`config.mk`:
```
export PLATFORM = sky130hd
export DESIGN_NAME = lif_state_update
export DESIGN_NICKNAME = d
export VERILOG_FILES = /design/src/rtl/lif_pkg.sv /design/src/rtl/lif_state_update_leak_shift.sv /design/src/rtl/lif_state_update.sv
export SDC_FILE = /design/constraint.sdc
export NUM_CORES = 1
export LEC_CHECK = 0
export ABC_AREA = 1
export CAP_MARGIN = 20
export CORE_UTILIZATION = 43
export DETAILED_ROUTE_END_ITERATION = 12
export PLACE_DENSITY = 0.75
export SLEW_MARGIN = 40
export SYNTH_ARGS = -nofsm -noshare
export SYNTH_HDL_FRONTEND = slang
export SYNTH_HIERARCHICAL = 1
export SYNTH_SLANG_ARGS = --single-unit
```
`constraint.sdc`:
```
create_clock -name clk -period 2.6 [get_ports clk]
set_input_delay 0.65 -clock clk [delete_from_list [all_inputs] [get_ports clk]]
set_output_delay 0.65 -clock clk [all_outputs]
set_load 0.005 [all_outputs]
```
`src/rtl/lif_pkg.sv`:
```
// Shared types and sizing for the LIF neuron datapath.
package lif_pkg;

  // Refractory controller states.
  typedef enum logic {
    INTEGRATE  = 1'b0,
    REFRACTORY = 1'b1
  } lif_state_e;

  // Potential width is n_stage+2, matching the membrane accumulator.
  function automatic int lif_w(input int n_stage);
    return n_stage + 2;
  endfunction

  localparam int LIF_N_STAGE_DEFAULT = 6;
  localparam int LIF_W_DEFAULT       = LIF_N_STAGE_DEFAULT + 2;

  // Leak control width (shift amount 0..7).
  localparam int LIF_SHIFT_W = 3;

  // Observation spike counter: 8 bits, saturates instead of wrapping.
  localparam int                   SPK_CNT_W   = 8;
  localparam logic [SPK_CNT_W-1:0] SPK_CNT_SAT = '1;

  // Refractory down-counter width (REFRAC_CYCLES 1..15).
  localparam int RCNT_W = 4;

endpackage

```
`src/rtl/lif_state_update_leak_shift.sv`:
```
// Combinational leak: beta_u = u - (u >>> shift), i.e. beta = 1 - 2^-shift.
// shift = 0 yields 0 (full leak); magnitude never exceeds |u|, so no overflow.
import lif_pkg::*;

module leak_shift #(
  parameter int W = LIF_W_DEFAULT
) (
  input  logic signed [W-1:0]           membrane_i,
  input  logic        [LIF_SHIFT_W-1:0] shift_i,
  output logic signed [W-1:0]           beta_u_o
);

  // Arithmetic shift keeps negative potentials leaking toward zero.
  assign beta_u_o = membrane_i - (membrane_i >>> shift_i);

endmodule

```
`src/rtl/lif_state_update.sv`:
```
// Per-neuron state stage of the LIF datapath: registers the potential on each
// timestep strobe, decides spiking against the threshold, feeds back the
// leaked potential and was_spike flag, and counts spikes (saturating).
// Optional refractory period enabled by defining LIF_REFRACTORY_EN.
import lif_pkg::*;

module lif_state_update #(
  parameter int n_stage       = LIF_N_STAGE_DEFAULT,
  parameter int REFRAC_CYCLES = 3
) (
  input  logic                          clk,
  input  logic                          reset,
  input  logic                          step,
  input  logic signed [n_stage+1:0]     u_in,
  input  logic        [n_stage+1:0]     threshold,
  input  logic        [LIF_SHIFT_W-1:0] shift,
  output logic signed [n_stage+1:0]     membrane,
  output logic signed [n_stage+1:0]     beta_u,
  output logic                          was_spike,
  output logic                          spike,
  output logic                          refractory,
  output logic        [SPK_CNT_W-1:0]   spike_count
);

  localparam int W = lif_w(n_stage);

  // Out-of-range refractory lengths would not fit the down-counter.
  if (REFRAC_CYCLES < 1 || REFRAC_CYCLES > 15) begin : g_bad_refrac
    $error("lif_state_update: REFRAC_CYCLES must be 1..15");
  end

  logic signed [W-1:0]         membrane_q;
  logic                        was_spike_q;
  logic                        spike_q;
  logic        [SPK_CNT_W-1:0] spk_cnt_q, spk_cnt_d;
  logic                        ge_thr;
  logic                        fire;

  // Threshold is unsigned, so widen both sides by one bit and compare signed;
  // a negative potential can then never reach the threshold.
  assign ge_thr = $signed({u_in[W-1], u_in}) >= $signed({1'b0, threshold});

`ifdef LIF_REFRACTORY_EN
  localparam logic [RCNT_W-1:0] RCNT_INIT = RCNT_W'(REFRAC_CYCLES);

  lif_state_e        state_q;
  logic [RCNT_W-1:0] rcnt_q;

  assign fire       = ge_thr && (state_q == INTEGRATE);
  assign refractory = (state_q == REFRACTORY);

  // Refractory FSM: a spike arms the counter; each later step counts down and
  // the step that sees cnt==1 returns to INTEGRATE (that step is still muted).
  always_ff @(posedge clk) begin
    if (reset) begin
      state_q <= INTEGRATE;
      rcnt_q  <= '0;
    end else if (step) begin
      case (state_q)
        INTEGRATE: begin
          if (fire) begin
            state_q <= REFRACTORY;
            rcnt_q  <= RCNT_INIT;
          end
        end
        REFRACTORY: begin
          if (rcnt_q == RCNT_W'(1)) begin
            state_q <= INTEGRATE;
            rcnt_q  <= '0;
          end else begin
            rcnt_q  <= rcnt_q - RCNT_W'(1);
          end
        end
        default: begin
          state_q <= INTEGRATE;
          rcnt_q  <= '0;
        end
      endcase
    end
  end
`else
  assign fire       = ge_thr;
  assign refractory = 1'b0;
`endif

  // Saturating increment of the observation counter.
  always_comb begin
    spk_cnt_d = spk_cnt_q;
    if (fire && (spk_cnt_q != SPK_CNT_SAT)) spk_cnt_d = spk_cnt_q + SPK_CNT_W'(1);
  end

  // Timestep commit; spike is forced low on non-step cycles so it is one clock wide.
  always_ff @(posedge clk) begin
    if (reset) begin
      membrane_q  <= '0;
      was_spike_q <= 1'b0;
      spike_q     <= 1'b0;
      spk_cnt_q   <= '0;
    end else if (step) begin
      membrane_q  <= u_in;
      was_spike_q <= fire;
      spike_q     <= fire;
      spk_cnt_q   <= spk_cnt_d;
    end else begin
      spike_q     <= 1'b0;
    end
  end

  leak_shift #(.W(W)) u_leak (
    .membrane_i (membrane_q),
    .shift_i    (shift),
    .beta_u_o   (beta_u)
  );

  assign membrane    = membrane_q;
  assign was_spike   = was_spike_q;
  assign spike       = spike_q;
  assign spike_count = spk_cnt_q;

endmodule

```
==> impl_metrics.toml <==
[logic_synthesis]
seq_area_frac_synth_pct = 21.69
synthXorXnorAreaFrac_pct = 3.163
muxShareOfSynthArea_pct = 0
synth.distinct_cells = 30
synth_seq_cells = 18
synth_top_family_by_area = "simple AND/OR/NAND/NOR gates"
synth-simple-area-share_pct = 41.11
synth_ff_type = "dfxtp_1"
synth_edf_count = 0
synthAdderAreaFrac_pct = 14.01
synth.net_count = 301
syn_inst = 261
synth_compound_area_share_pct = 8.434
ys_async_sr_fraction_pct = 0
synth_warnings = 6
syn_area_per_cell_sq_um = 6.366
synth.cell_area_sq_um = 1662

[clock_network]
cts_max_level = 1
cts_root_buf = "clkbuf_8"
cts_sinks = 18
cts_made_buffers = 3
cts_max_path_buffers = 2
insertion_delay_ps = 250
clkTransAtPathRegs_ps = 60
cts_tree = "yes"
postCtsHoldBufs = 0

[grt]
grtUsageTotal_pct = 22.43
grt_pass1_wl_um = 7555
grt_pass1_vias = 1830
grt_max_degree = 11
antenna_found_initial = 0
overflow = 0

[pwr]
p_switching_uw = 337.8
power_uw = 1011
swShare_pct = 33.40
comb_power_share_pct = 48.4
vdd_drop_max_v = 0.0003510
power_frac_clock_pct = 22.0
p_leak_uw = 0.001314
p_int_uw = 673.4
pwr_density_cell_nw_per_um2 = 377.8
seqPwrFrac_pct = 29.6

[timing]
rsz0062_at_grt = "true"
drv_slew = 0
min_period_ps = 2803
whs_ps = 486.2
hold_viol = 0
period_share_pct = 107.8
setup_viol = 6
skew_ps = 3.681
finalWorstSetupSlack_ps = -203.3
fmax_mhz = 356.7

[worst_setup_path]
endpoint_kind = "output port"
crit_chain = "buf_12 -> clkinv_8 -> buf_4 -> nand2_4 -> nand3_2 -> nand2_4 -> o21ai_4 -> fa_2 -> buf_4 -> buf_6 -> xor2_1 -> buf_2"
cp.required_ps = 1950
r2r-start = "spike_count[0]"
cp.depth = 12
path_max_fanout = 7
r2r_cells = 7
max_stage_delay_ps = 370
crit_start = "shift[0]"
cp.arrival_ps = 2150
cp.buffers_inverters = 6
crit_type = "in -> out"
start_kind = "input pin"
path_delay_family = "buffers and inverters"
slowest_stage = "fa_2"

[floorplanning]
core_sq_um = 3689
die_area_sq_um = 4117
start_util_pct = 45.05
row_count = 22
die_w_um = 64.16
fp.dieH_um = 64.16
ios = 49

[placement]
placed_cells = 380
port_buffers = 47
pre_cts_slack_ps = -1085
dpl.hpwl_um = 3160
gp_congestion = 0.8959

[detailed_routing]
route.met3.wl_um = 200
dr.pass1.iters = 4
routed_via_density = 4.954
finalWirelength_um = 4460
drcViolationCount = 0
wl_met2_um = 2223
wl_met1_um = 1977
via_count = 1927
highest_layer = "met4"
drtIter0Drc = 149
wl_per_cell_um = 11.47
antenna_left = 0

[layout]
n_fill_cell = 312
instances_no_fill = 389
drive_gt1_share_pct = 31.09
multiInputGateArea_sq_um = 1324
fin_nets = 382
seqCellArea_sq_um = 360.3
diodes = 0
area_delta_synth_final_pct = 61.07

[run_status]
status = "complete, but fails checks"
failed_checks = "negative setup slack"

[hold_path]
holdPathStages = 2
hold_path_class = "reg -> reg"
min_from = "was_spike"

[run]
max_cap_viol_count = 0
power by group through the flow:
stage | sequential (uW) | clock (uW) | combinational (uW)
2_1_floorplan | 304 | 0 | 201
3_3_place_gp | 304 | 0 | 409
3_5_place_dp | 304 | 0 | 415
4_1_cts | 299 | 228 | 419
5_1_grt | 301 | 240 | 542
6_report | 299 | 222 | 489
tightest hold or removal path, stage by stage (launching register included):
cell	delay, ps
dfxtp_1	320
nand2_1	60
a21oi_1	50
layer usage:
layer | vias to the layer above | track usage (%)
li1 | 985 | -
met4 | 0 | 7.222
met1 | 865 | 26.46
met5 | - | 0
met3 | 10 | 2.857
met2 | 67 | 41.49
placed cells by master, fill, tap and decap left out:
cell type        instances
nand3_2                  7
a21oi_2                  4
nor2_1                  25
nand3_1                 13
buf_4                   29
ha_1                    13
nand4_1                  6
clkdlybuf4s50_1         36
o21ai_0                  9
inv_4                    3
dlygate4sd2_1            1
dfxtp_1                 18
buf_2                    7
nand3_4                  5
clkbuf_2                 1
nor2_2                   2
conb_1                   1
a21oi_1                 11
nor2_4                   2
buf_12                   1
clkbuf_8                 4
nand2_1                 62
nor3_1                   1
inv_2                    5
o21ai_4                  1
inv_1                   32
or2_4                    1
nand3b_1                 2
nand2_4                  5
clkinv_8                 1
ha_4                     4
nand2_2                 16
xor2_1                   5
xnor2_2                  1
fa_2                     1
nor3_4                   1
buf_6                    5
cell usage after synthesis (2+ instances only):
library cell / number / area, sq um
dfxtp_1: 18 / 360.4
xor2_1: 5 / 43.79
inv_2: 2 / 7.510
nor2_1: 28 / 105.1
o21ai_0: 9 / 45.04
nand3_1: 21 / 105.1
a21oi_1: 12 / 60.06
a21oi_2: 3 / 26.28
ha_1: 17 / 212.7
nand4_1: 6 / 37.54
nand3_4: 2 / 35.03
inv_1: 38 / 142.6
nand3b_1: 2 / 15.01
nand2_1: 79 / 296.5
nand3_2: 2 / 20.02
nand2_2: 3 / 18.77
kinds of logic after synthesis:
group | Yosys count
simple gates | 148
buf+inv | 45
compound gates | 25
fa+ha+maj | 18
flops | 18
xor+xnor | 6
other cells | 1
sequential cells by signal, indices dropped and copies added (netlist names):
signal	flops
was_spike	1
spike_count	8
spike	1
membrane	8
cell type report:
| cell class | count | area share (%) |
|---|---|---|
| well taps | 48 | 2.244 |
| multi-input cells | 198 | 49.46 |
| inverters | 41 | 6.498 |
| flip-flops and latches | 18 | 13.46 |
| repair buffers | 80 | 26.27 |
| clock buffers | 4 | 2.057 |
per-stage QoR:
| stage | instance area [sq um] | TNS [ps] | utilization, % |
|---|---|---|---|
| floorplan | 1664 | -9.981 | - |
| global placement | 2377 | -7365 | 64.45 |
| detailed placement | 2377 | -7702 | 64.45 |
| CTS | 2534 | -1580 | 68.69 |
| global route | 2676 | -1621 | 72.56 |
| finish | 2676 | -957.1 | 72.56 |
final timing paths:
path                            slack, ps        endpoint
worst min-delay path                  490       was_spike
worst min register to register        490       was_spike
worst max register to register        990  spike_count[1]
worst max-delay path                 -200       beta_u[2]
timing repair:
| action | 4_1_cts | 5_1_grt |
|---|---|---|
| pin swaps | 18 | 19 |
| endpoints found under the setup margin | 8 | 7 |
| resized for setup | 60 | 42 |
| setup buffers | 5 | 1 |
(Power assumes the default switching activity.)
